==> config.mk <==
export PLATFORM = sky130hd
export DESIGN_NAME = clk_enable_gen_flat
export DESIGN_NICKNAME = d
export VERILOG_FILES = /design/src/rtl/clk_enable_pkg.sv /design/src/rtl/clk_enable_gen_if.sv /design/src/rtl/clk_enable_ch.sv /design/src/rtl/clk_enable_gen.sv /design/src/flat_wrapper.sv
export SDC_FILE = /design/constraint.sdc
export NUM_CORES = 1
export LEC_CHECK = 0
export BUFFER_PORTS_ARGS = -buffer_cell sky130_fd_sc_hd__buf_2
export CORE_MARGIN = 2
export CORE_UTILIZATION = 45
export CTS_CLUSTER_SIZE = 16
export DETAILED_ROUTE_END_ITERATION = 16
export PLACE_DENSITY_LB_ADDON = 0.15
export REMOVE_ABC_BUFFERS = 1
export SLEW_MARGIN = 25
export SYNTH_ARGS = -nofsm -noshare
export SYNTH_HDL_FRONTEND = slang
export SYNTH_SLANG_ARGS = --single-unit
==> constraint.sdc <==
create_clock -name clock -period 3.25 [get_ports clock]
set_input_delay 0.325 -clock clock [delete_from_list [all_inputs] [get_ports clock]]
set_output_delay 0.325 -clock clock [all_outputs]
set_load 0.03 [all_outputs]
==> src/rtl/clk_enable_pkg.sv <==
// Shared types and reset defaults for the clock-enable generator.
// Per-channel tables cover the largest legal channel count.
package clk_enable_pkg;

  localparam int CNT_W_DEF = 8;
  localparam int MAX_CH    = 16;

  typedef enum logic [1:0] {
    ST_IDLE  = 2'd0,
    ST_PHASE = 2'd1,
    ST_RUN   = 2'd2
  } ch_state_e;

  // ch0 is the fast non-inverted domain; every other channel divides by 4 inverted
  localparam int DEF_HALF  [MAX_CH] = '{0: 1, default: 2};
  localparam int DEF_PHASE [MAX_CH] = '{default: 0};
  localparam bit DEF_INV   [MAX_CH] = '{0: 1'b0, default: 1'b1};

endpackage

==> src/rtl/clk_enable_gen_if.sv <==
// Configuration write port: one-cycle write strobe plus registered reject pulse.
interface clk_enable_gen_if #(
  parameter int NUM_CH = 4,
  parameter int CNT_W  = 8
);
  localparam int CH_W = $clog2(NUM_CH);

  logic             cfg_we;
  logic [CH_W-1:0]  cfg_ch;
  logic [CNT_W-1:0] cfg_half;
  logic [CNT_W-1:0] cfg_phase;
  logic             cfg_inv;
  logic             cfg_err;

  modport master (
    output cfg_we, cfg_ch, cfg_half, cfg_phase, cfg_inv,
    input  cfg_err
  );

  modport slave (
    input  cfg_we, cfg_ch, cfg_half, cfg_phase, cfg_inv,
    output cfg_err
  );

endinterface

==> src/rtl/clk_enable_ch.sv <==
// One divided-clock channel: IDLE/PHASE/RUN counter, active and pending config, edge ticks.
// All outputs are flops; a write lands one cycle later, or at the next 1->0 boundary while running.
module clk_enable_ch
  import clk_enable_pkg::*;
#(
  parameter int CNT_W      = CNT_W_DEF,
  parameter int INIT_HALF  = 1,
  parameter int INIT_PHASE = 0,
  parameter bit INIT_INV   = 1'b0
) (
  input  logic             clock,
  input  logic             reset,
  input  logic             run_i,
  input  logic             run_rise_i,
  input  logic             wr_i,
  input  logic [CNT_W-1:0] wr_half_i,
  input  logic [CNT_W-1:0] wr_phase_i,
  input  logic             wr_inv_i,
  output logic             clk_out_o,
  output logic             tick_rise_o,
  output logic             tick_fall_o,
  output logic             in_run_o,
  output logic             pend_o
);

  localparam logic [CNT_W-1:0] ONE = CNT_W'(1);

  ch_state_e        state_q, state_d;
  logic [CNT_W-1:0] cnt_q, cnt_d;
  logic [CNT_W-1:0] half_q, half_d, phase_q, phase_d;
  logic [CNT_W-1:0] p_half_q, p_half_d, p_phase_q, p_phase_d;
  logic             lvl_q, lvl_d, inv_q, inv_d, p_inv_q, p_inv_d, pend_q, pend_d;
  logic             clk_q, clk_d, rise_q, rise_d, fall_q, fall_d;
  logic             apply_pend;

  always_comb begin
    state_d    = state_q;
    cnt_d      = cnt_q;
    lvl_d      = lvl_q;
    half_d     = half_q;
    phase_d    = phase_q;
    inv_d      = inv_q;
    p_half_d   = p_half_q;
    p_phase_d  = p_phase_q;
    p_inv_d    = p_inv_q;
    pend_d     = pend_q;
    apply_pend = 1'b0;

    if (!run_i) begin
      state_d    = ST_IDLE;
      cnt_d      = '0;
      lvl_d      = 1'b0;
      apply_pend = pend_q;
    end else begin
      case (state_q)
        ST_IDLE: begin
          if (run_rise_i) begin
            cnt_d   = '0;
            lvl_d   = 1'b0;
            state_d = (phase_q != '0) ? ST_PHASE : ST_RUN;
          end
        end
        ST_PHASE: begin
          if ((phase_q <= ONE) || (cnt_q >= phase_q - ONE)) begin
            lvl_d   = 1'b1;
            cnt_d   = '0;
            state_d = ST_RUN;
          end else begin
            cnt_d = cnt_q + ONE;
          end
        end
        ST_RUN: begin
          // >= keeps the count bounded even if half has just shrunk
          if (cnt_q >= half_q - ONE) begin
            lvl_d      = ~lvl_q;
            cnt_d      = '0;
            apply_pend = pend_q & lvl_q;
          end else begin
            cnt_d = cnt_q + ONE;
          end
        end
        default: state_d = ST_IDLE;
      endcase
    end

    if (apply_pend) begin
      half_d  = p_half_q;
      phase_d = p_phase_q;
      inv_d   = p_inv_q;
      pend_d  = 1'b0;
    end

    // Ordered after the boundary apply so a coincident write becomes the next pending value
    if (wr_i) begin
      if ((state_q == ST_IDLE) || !run_i) begin
        half_d  = wr_half_i;
        phase_d = wr_phase_i;
        inv_d   = wr_inv_i;
      end else begin
        p_half_d  = wr_half_i;
        p_phase_d = wr_phase_i;
        p_inv_d   = wr_inv_i;
        pend_d    = 1'b1;
      end
    end

    clk_d  = lvl_d ^ inv_d;
    rise_d = run_i & clk_d & ~clk_q;
    fall_d = run_i & ~clk_d & clk_q;
  end

  always_ff @(posedge clock) begin
    if (reset) begin
      state_q   <= ST_IDLE;
      cnt_q     <= '0;
      lvl_q     <= 1'b0;
      half_q    <= CNT_W'(INIT_HALF);
      phase_q   <= CNT_W'(INIT_PHASE);
      inv_q     <= INIT_INV;
      p_half_q  <= '0;
      p_phase_q <= '0;
      p_inv_q   <= 1'b0;
      pend_q    <= 1'b0;
      clk_q     <= INIT_INV;
      rise_q    <= 1'b0;
      fall_q    <= 1'b0;
    end else begin
      state_q   <= state_d;
      cnt_q     <= cnt_d;
      lvl_q     <= lvl_d;
      half_q    <= half_d;
      phase_q   <= phase_d;
      inv_q     <= inv_d;
      p_half_q  <= p_half_d;
      p_phase_q <= p_phase_d;
      p_inv_q   <= p_inv_d;
      pend_q    <= pend_d;
      clk_q     <= clk_d;
      rise_q    <= rise_d;
      fall_q    <= fall_d;
    end
  end

  assign clk_out_o   = clk_q;
  assign tick_rise_o = rise_q;
  assign tick_fall_o = fall_q;
  assign in_run_o    = (state_q == ST_RUN);
  assign pend_o      = pend_q;

endmodule

==> src/rtl/clk_enable_gen.sv <==
// Generates NUM_CH programmable divided clocks with rise/fall enable ticks from one master clock.
// Outputs registered; config writes are never stalled, illegal ones are dropped and flagged by cfg_err.
module clk_enable_gen
  import clk_enable_pkg::*;
#(
  parameter int NUM_CH = 4,
  parameter int CNT_W  = CNT_W_DEF
) (
  input  logic              clock,
  input  logic              reset,
  input  logic              run_i,
  clk_enable_gen_if.slave   cfg,
  output logic [NUM_CH-1:0] clk_out_o,
  output logic [NUM_CH-1:0] tick_rise_o,
  output logic [NUM_CH-1:0] tick_fall_o,
  output logic              locked_o
);

  localparam int CH_W  = $clog2(NUM_CH);
  localparam int CH_W1 = CH_W + 1;
  localparam logic [CH_W:0] NUM_CH_L = CH_W1'(NUM_CH);

  logic              run_q, err_q, locked_q;
  logic              err_d, locked_d, run_rise, wr_ok;
  logic [NUM_CH-1:0] in_run, pend;

  always_comb begin
    run_rise = run_i & ~run_q;
    err_d    = cfg.cfg_we & ((cfg.cfg_half == '0) | ({1'b0, cfg.cfg_ch} >= NUM_CH_L));
    wr_ok    = cfg.cfg_we & ~err_d;
    locked_d = run_i & (&in_run) & ~(|pend);
  end

  always_ff @(posedge clock) begin
    if (reset) begin
      run_q    <= 1'b0;
      err_q    <= 1'b0;
      locked_q <= 1'b0;
    end else begin
      run_q    <= run_i;
      err_q    <= err_d;
      locked_q <= locked_d;
    end
  end

  for (genvar g = 0; g < NUM_CH; g++) begin : g_ch
    clk_enable_ch #(
      .CNT_W      (CNT_W),
      .INIT_HALF  (DEF_HALF[g]),
      .INIT_PHASE (DEF_PHASE[g]),
      .INIT_INV   (DEF_INV[g])
    ) u_ch (
      .clock       (clock),
      .reset       (reset),
      .run_i       (run_i),
      .run_rise_i  (run_rise),
      .wr_i        (wr_ok && (cfg.cfg_ch == CH_W'(g))),
      .wr_half_i   (cfg.cfg_half),
      .wr_phase_i  (cfg.cfg_phase),
      .wr_inv_i    (cfg.cfg_inv),
      .clk_out_o   (clk_out_o[g]),
      .tick_rise_o (tick_rise_o[g]),
      .tick_fall_o (tick_fall_o[g]),
      .in_run_o    (in_run[g]),
      .pend_o      (pend[g])
    );
  end

  assign cfg.cfg_err = err_q;
  assign locked_o    = locked_q;

endmodule

==> src/flat_wrapper.sv <==
// flat-port wrapper written by rule: the top's interface ports become plain ports
module clk_enable_gen_flat import clk_enable_pkg::*;
#(
  parameter int NUM_CH = 4,
  parameter int CNT_W  = CNT_W_DEF
)
  (clock, reset, run_i, clk_out_o, tick_rise_o, tick_fall_o, locked_o, cfg_cfg_we, cfg_cfg_ch, cfg_cfg_half, cfg_cfg_phase, cfg_cfg_inv, cfg_cfg_err);
  clk_enable_gen_if #(.NUM_CH(NUM_CH), .CNT_W(CNT_W)) cfg_i ();
  input  logic clock;
  input  logic reset;
  input  logic run_i;
  output logic [NUM_CH-1:0] clk_out_o;
  output logic [NUM_CH-1:0] tick_rise_o;
  output logic [NUM_CH-1:0] tick_fall_o;
  output logic locked_o;
  input wire logic [$bits(cfg_i.cfg_we)-1:0] cfg_cfg_we;
  input wire logic [$bits(cfg_i.cfg_ch)-1:0] cfg_cfg_ch;
  input wire logic [$bits(cfg_i.cfg_half)-1:0] cfg_cfg_half;
  input wire logic [$bits(cfg_i.cfg_phase)-1:0] cfg_cfg_phase;
  input wire logic [$bits(cfg_i.cfg_inv)-1:0] cfg_cfg_inv;
  output wire logic [$bits(cfg_i.cfg_err)-1:0] cfg_cfg_err;
  assign cfg_i.cfg_we = cfg_cfg_we;
  assign cfg_i.cfg_ch = cfg_cfg_ch;
  assign cfg_i.cfg_half = cfg_cfg_half;
  assign cfg_i.cfg_phase = cfg_cfg_phase;
  assign cfg_i.cfg_inv = cfg_cfg_inv;
  assign cfg_cfg_err = cfg_i.cfg_err;
  clk_enable_gen #(.NUM_CH(NUM_CH), .CNT_W(CNT_W)) u_core (.clock(clock), .reset(reset), .run_i(run_i), .cfg(cfg_i), .clk_out_o(clk_out_o), .tick_rise_o(tick_rise_o), .tick_fall_o(tick_fall_o), .locked_o(locked_o));
endmodule
# ---- Word level (Yosys, flattened, before mapping)
# Index checks and enable logic that the tools add are counted.
dict set report op_classes {
  add_sub_neg 12
  magnitude_cmp 12
  bitwise 53
  mux 109
  n_eq_ne 19
  n_reduce_logical 42
}
# operator count
set op_table {}
lappend op_table {{8-bit two-way mux} 33}
lappend op_table {{8-bit case mux with 3 select lines} 4}
lappend op_table {{8-bit >= comparator} 8}
lappend op_table {{8-bit by 1-bit subtractor with 8-bit output, second input constant} 8}
lappend op_table {{1-bit two-way mux} 52}
lappend op_table {{8-bit by 1-bit adder with 8-bit output, second input constant} 4}
lappend op_table {{8-bit by 1-bit <= comparator with 1-bit output, second input constant} 4}
lappend op_table {{8-bit nonzero test} 4}
lappend op_table {{1-bit AND} 25}
lappend op_table {{2-bit two-way mux} 12}
lappend op_table {{1-bit NOT} 24}
lappend op_table {{2-bit case mux with 3 select lines} 4}
lappend op_table {{2-bit AND reduction} 8}
lappend op_table {{2-bit equality test, second input constant} 6}
lappend op_table {{1-bit case mux with 3 select lines} 4}
lappend op_table {{3-bit AND reduction} 4}
lappend op_table {{3-bit nonzero test} 4}
lappend op_table {{2-bit by 1-bit equality test with 1-bit output, second input constant} 5}
lappend op_table {{2-bit logical NOT} 5}
lappend op_table {{2-bit != test, second input constant} 5}
lappend op_table {{8-bit logical NOT} 1}
lappend op_table {{1-bit logical OR} 8}
lappend op_table {{2-bit by 1-bit != test with 1-bit output, second input constant} 3}
lappend op_table {{1-bit logical AND} 4}
lappend op_table {{other kinds (5)} 8}
dict set report word_totals {
  regBits 199
  word_cells 302
  out_inout_bits 14
  input_bits 23
}

# ---- Logic depth before layout (Yosys ltp)
dict set report depth {
  word_depth 12
  depth_mapped 15
  mapped_depth_nobuf 13
}

# ---- By module
# Synthesis repeated with hierarchy kept, for this count alone.
dict set report hier_totals {
  cells_unflattened 1369
  area_unflattened_um2 11443.5
}
# mod cells_each seq_area_each_um2 area_each_um2 instances
set modules_own_cells {}
lappend modules_own_cells {{clk_enable_ch at u_core.g_ch[1].u_ch ...} 343 980.9 2832.7 2}
lappend modules_own_cells {{clk_enable_ch at u_core.g_ch[0].u_ch} 341 980.9 2859.0 1}
lappend modules_own_cells {{clk_enable_ch at u_core.g_ch[3].u_ch} 323 980.9 2740.1 1}
lappend modules_own_cells {clk_enable_gen 19 60.1 178.9 1}

# ---- Worst setup path before layout
# No wires, ideal clock.
dict set report synth_timing {
  path_kind {flip-flop to flip-flop}
  startpoint {register u_core.g_ch[0].u_ch.half_q[3]}
  endpoint {register u_core.g_ch[0].u_ch.fall_q}
  n_path_buf 0
  setup_time_ns 0.117
  path_stages_with_launch 13
  synth_period_minus_slack_ns 3.402
  arrival_time_ns 3.285
  required_time_ns 3.133
  path_slack_ns -0.152
  cell_sequence {dfxtp_1 -> or3_1 -> or2_2 -> nor4_1 -> xnor2_1 -> ha_1 -> o21ai_0 -> nor2_1 -> a2111oi_2 -> nor2_2 -> a311oi_2 -> o21ai_0 -> and4b_1}
}
dict set report synth_via {
  elab_chain_len 12
  word_cells_on_any_way 15
  classes_between {1 x add/sub; 1 x order compare; 9 x mux; 4 x bitwise}
}
# element line_no
set synth_lines {}
lappend synth_lines {{start: declaration} clk_enable_ch.sv:30} ;# logic [CNT_W-1:0] half_q, half_d, phase_q, phase_d;
lappend synth_lines {{start signal: assignment} clk_enable_ch.sv:117} ;# half_q <= CNT_W'(INIT_HALF);
lappend synth_lines {{start signal: assignment} clk_enable_ch.sv:131} ;# half_q <= half_d;
lappend synth_lines {{8-bit by 1-bit subtractor with 8-bit output *} clk_enable_ch.sv:74} ;# if (cnt_q >= half_q - ONE) begin
lappend synth_lines {{8-bit >= comparator *} clk_enable_ch.sv:74}
lappend synth_lines {{1-bit two-way mux} clk_enable_ch.sv:74}
lappend synth_lines {{1-bit two-way mux} clk_enable_ch.sv:55} ;# case (state_q)
lappend synth_lines {{1-bit two-way mux} clk_enable_ch.sv:49} ;# if (!run_i) begin
lappend synth_lines {{1-bit two-way mux} clk_enable_ch.sv:86} ;# if (apply_pend) begin
lappend synth_lines {{1-bit two-way mux} clk_enable_ch.sv:95} ;# if ((state_q == ST_IDLE) || !run_i) begin
lappend synth_lines {{1-bit two-way mux} clk_enable_ch.sv:94} ;# if (wr_i) begin
lappend synth_lines {{1-bit XOR *} clk_enable_ch.sv:107} ;# clk_d = lvl_d ^ inv_d;
lappend synth_lines {{1-bit NOT *} clk_enable_ch.sv:109} ;# fall_d = run_i & ~clk_d & clk_q;
lappend synth_lines {{1-bit AND * (2 in series)} clk_enable_ch.sv:109}
lappend synth_lines {{end signal: assignment} clk_enable_ch.sv:140} ;# fall_q <= fall_d;
lappend synth_lines {{end: declaration} clk_enable_ch.sv:33} ;# logic clk_q, clk_d, rise_q, rise_d, fall_q, fall_d;
# Mark *: on every way between the ends. The rest lies on a longest branch, timed or not.
# A chain may end at the register's enable or synchronous reset.

# ---- Worst setup path after layout
dict set report layout_timing {
  startpoint {register u_core.g_ch[1].u_ch.half_q[5]}
  endpoint {register u_core.g_ch[1].u_ch.cnt_q[7]}
}
dict set report layout_via {
  elab_chain_len 4
}
# element line_no
set layout_lines {}
lappend layout_lines {{start: declaration} clk_enable_ch.sv:30}
lappend layout_lines {{start signal: assignment} clk_enable_ch.sv:117}
lappend layout_lines {{start signal: assignment} clk_enable_ch.sv:131}
lappend layout_lines {{8-bit by 1-bit subtractor with 8-bit output} clk_enable_ch.sv:74}
lappend layout_lines {{8-bit >= comparator} clk_enable_ch.sv:74}
lappend layout_lines {{8-bit two-way mux} clk_enable_ch.sv:74}
lappend layout_lines {{8-bit case mux with 3 select lines} clk_enable_ch.sv:55}
lappend layout_lines {{end signal: assignment} clk_enable_ch.sv:129} ;# cnt_q <= cnt_d;
lappend layout_lines {{end: declaration} clk_enable_ch.sv:29} ;# logic [CNT_W-1:0] cnt_q, cnt_d;
# No other way between the ends.

==> results.cfg <==
[status]
outcome = complete, no violations

[clock_network]
cts_sinks = 199
max-clock-path-buffers = 2
cts.clk_slew.worst_paths_ns = 0.07
ctsHoldBuffers = 0
h-tree-depth = 4
cts_tree = built
cts_made_buffers = 17
clock_latency_ns = 0.44
cts-root-buf = clkbuf_16

[detailed_routing]
num_vias = 9413
wl_per_cell_um = 16.9
ant_nets = 0
drc = 0
via_per_inst = 5.55
drtPass1Iterations = 5
initialDrtViolationCount = 575
drt-total-wl_mm = 28.7

[sta]
fmax_mhz = 323
worst_slew_pin_slew_ns = 0.708
fin_ws_ns = 0.156
finalClockSkew_ns = 0.0118
slew_headroom_pct = 52.8
finalCritPeriodShare_pct = 95.2
setup_violations = 0
post-route-min-period_ns = 3.09
whs_ns = 0.202
finalMaxSlewViolations = 0
finalHoldViolations = 0

[job]
maxCapViolCount = 0

[cells_and_area]
fillers = 2427
final_cell_area_sq_mm = 0.0127
multi_input_area_sq_mm = 0.00689
instances_no_fill = 1695
area_growth_pct = 11.2
insertedDiodeCount = 0
drive_above_1_share_pct = 11.4
nets = 1475
regArea_sq_mm = 0.00399

[setup_path]
critical_path_class = reg2reg
cp.arrival_ns = 3.46
crit_path_max_fanout = 5
required_ns = 3.61
crit_start = u_core.g_ch[1].u_ch.half_q[5]
r2r-start = u_core.g_ch[1].u_ch.half_q[5]
crit_path_start_kind = register
cp-end-kind = register

[hold_path]
hp-start = cfg_cfg_we
hp-class = in2reg

[placed_design]
dp.cells = 1659
gp_congestion = 0.812
post-place-ws_ns = -0.0670
io_buffer_count = 36
placed_cell_area_sq_mm = 0.0119
dp_hpwl_mm = 20.1

[die]
start_util_pct = 45.4
ios = 37
dieHeight_um = 163
core-area_sq_mm = 0.0250
dieWidth_um = 163
num_rows = 58
die-area_sq_mm = 0.0266

[logic_synthesis]
synth_top_cell_area_share_pct = 35.0
synth_area_leaders = dfxtp_1 35%, ha_1 11%, mux2i_1 8.4%
syn_area_per_cell_sq_um = 8.52
async_reset_ff_share_pct = 0
synth_edf_count = 0
ys_ff_latch = 199
synthFlopType = dfxtp_1
synth_cell_types = 65
synth_area_sq_mm = 0.0114
yosysWarningCount = 0
synth_top_cell_by_area = dfxtp_1
syn_inst = 1335
seq_area_frac_synth_pct = 35.0

[global_route]
grt_overflow_total = 0
grt_usage_pct = 22.2
first_global_vias = 8799
grt_max_degree = 67
grt_pass1_wl_mm = 46.5
antenna_found_initial = 1

[pwr]
power.total_w = 0.00568
p_leak_nw = 5.49
p_per_area_mw_per_mm2 = 448
vdd_drop_max_mv = 0.305
## cells in the final DEF (no fill, tap or decap), drive strengths merged, types with 40 or more instances in the layout
cell type / count
nand2: 138
xnor2: 40
a211oi: 69
ha: 100
a21oi: 72
mux2i: 95
nor2: 155
dfxtp: 199
inv: 54
buf: 88
## synthesized netlist by cell type, drive strengths merged (3+ instances only)
cell type,n
mux2i,95
nor3b,4
nand2,138
dfxtp,199
nand2b,18
clkbuf,54
o21a,4
a311oi,10
a21o,11
nand4,10
o2111ai,4
o31a,3
nand3,33
nor2b,15
o21ai,38
ha,100
o211ai,8
buf,36
and2,7
nor3,33
a211o,3
o31ai,10
or3,9
nor2,155
a21oi,72
a31oi,9
nor4,14
a211oi,69
or2,6
o22ai,3
xor2,16
nor4b,3
a32oi,5
a22o,8
and3,14
or4,10
inv,44
xnor2,40
a221oi,4
## path summary, 6_finish.rpt
kind	endpoint	slack [ns]	cells after the start
min	u_core.cfg.cfg_err	0.20	3
min reg2reg	u_core.g_ch[3].u_ch.tick_rise_o	0.43	1
max	u_core.g_ch[1].u_ch.cnt_q[7]	0.16	11
max reg2reg	u_core.g_ch[1].u_ch.cnt_q[7]	0.16	11
## worst max-delay path, stage by stage (launching register included)
cell and delay, ns:
dfxtp_1 0.34, or4_1 0.56, nor2_1 0.14, xnor2_1 0.15, ha_1 0.27, o21a_1 0.19
a21oi_1 0.24, o31a_1 0.21, a32o_1 0.14, nand2_1 0.12, or4_1 0.49, a31oi_1 0.16
## report_power, final
part | switching (W) | internal, W | total (W)
clock | 0.00106 | 0.00110 | 0.00216
sequential | 0.0000681 | 0.00250 | 0.00257
combinational | 0.000556 | 0.000389 | 0.000945
total | 0.00168 | 0.00400 | 0.00568
## state kept, by name, indices dropped and copies added, names as in the netlist, 8 cells and up
| register | flops |
|---|---|
| u_core.g_ch.u_ch.half_q | 32 |
| u_core.g_ch.u_ch.state_q | 8 |
| u_core.g_ch.u_ch.phase_q | 32 |
| u_core.g_ch.u_ch.cnt_q | 32 |
| u_core.g_ch.u_ch.p_half_q | 32 |
| u_core.g_ch.u_ch.p_phase_q | 32 |
## metal layers
layer,up-vias,global-route usage (%),wire length (um)
met4,0,5.63,475
met3,28,3.51,1070
met5,-,0,0
li1,4790,-,-
met2,130,36.4,13300
met1,4465,30.6,13800
## cells by family after synthesis
family                   Yosys count  share of synthesized area [%]
adder cells (fa/ha/maj)          100                           11.0
AO/OA/AOI/OAI                    273                           16.4
flip-flops                       199                           35.0
AND/OR/NAND/NOR                  475                           19.3
multiplexers                      97                           8.56
XOR/XNOR                          56                           4.31
buffers and inverters            135                           5.38
## area by class of cell
class / count / share of cell area [%]
timing repair buffer: 88 / 4.83
inverter: 45 / 1.33
clock inverter: 14 / 1.24
multi-input combinational: 1001 / 54.5
sequential: 199 / 31.5
clock buffer: 18 / 3.39
tap: 330 / 3.26
## through the flow
stage / setup TNS [ns] / utilization [%]
CTS: 0 / 50.1
global placement: -0.0417 / 47.6
global route: -0.0445 / 50.5
detailed placement: -0.387 / 47.6
finish: 0 / 50.5
floorplan: -5.81 / -
## repair_timing
action,in CTS,in global routing
gates resized for setup,4,22
setup buffers,0,4
pin swaps,1,2
setup endpoints to repair,10,28
No activity file was read; power rests on OpenSTA's default activity.
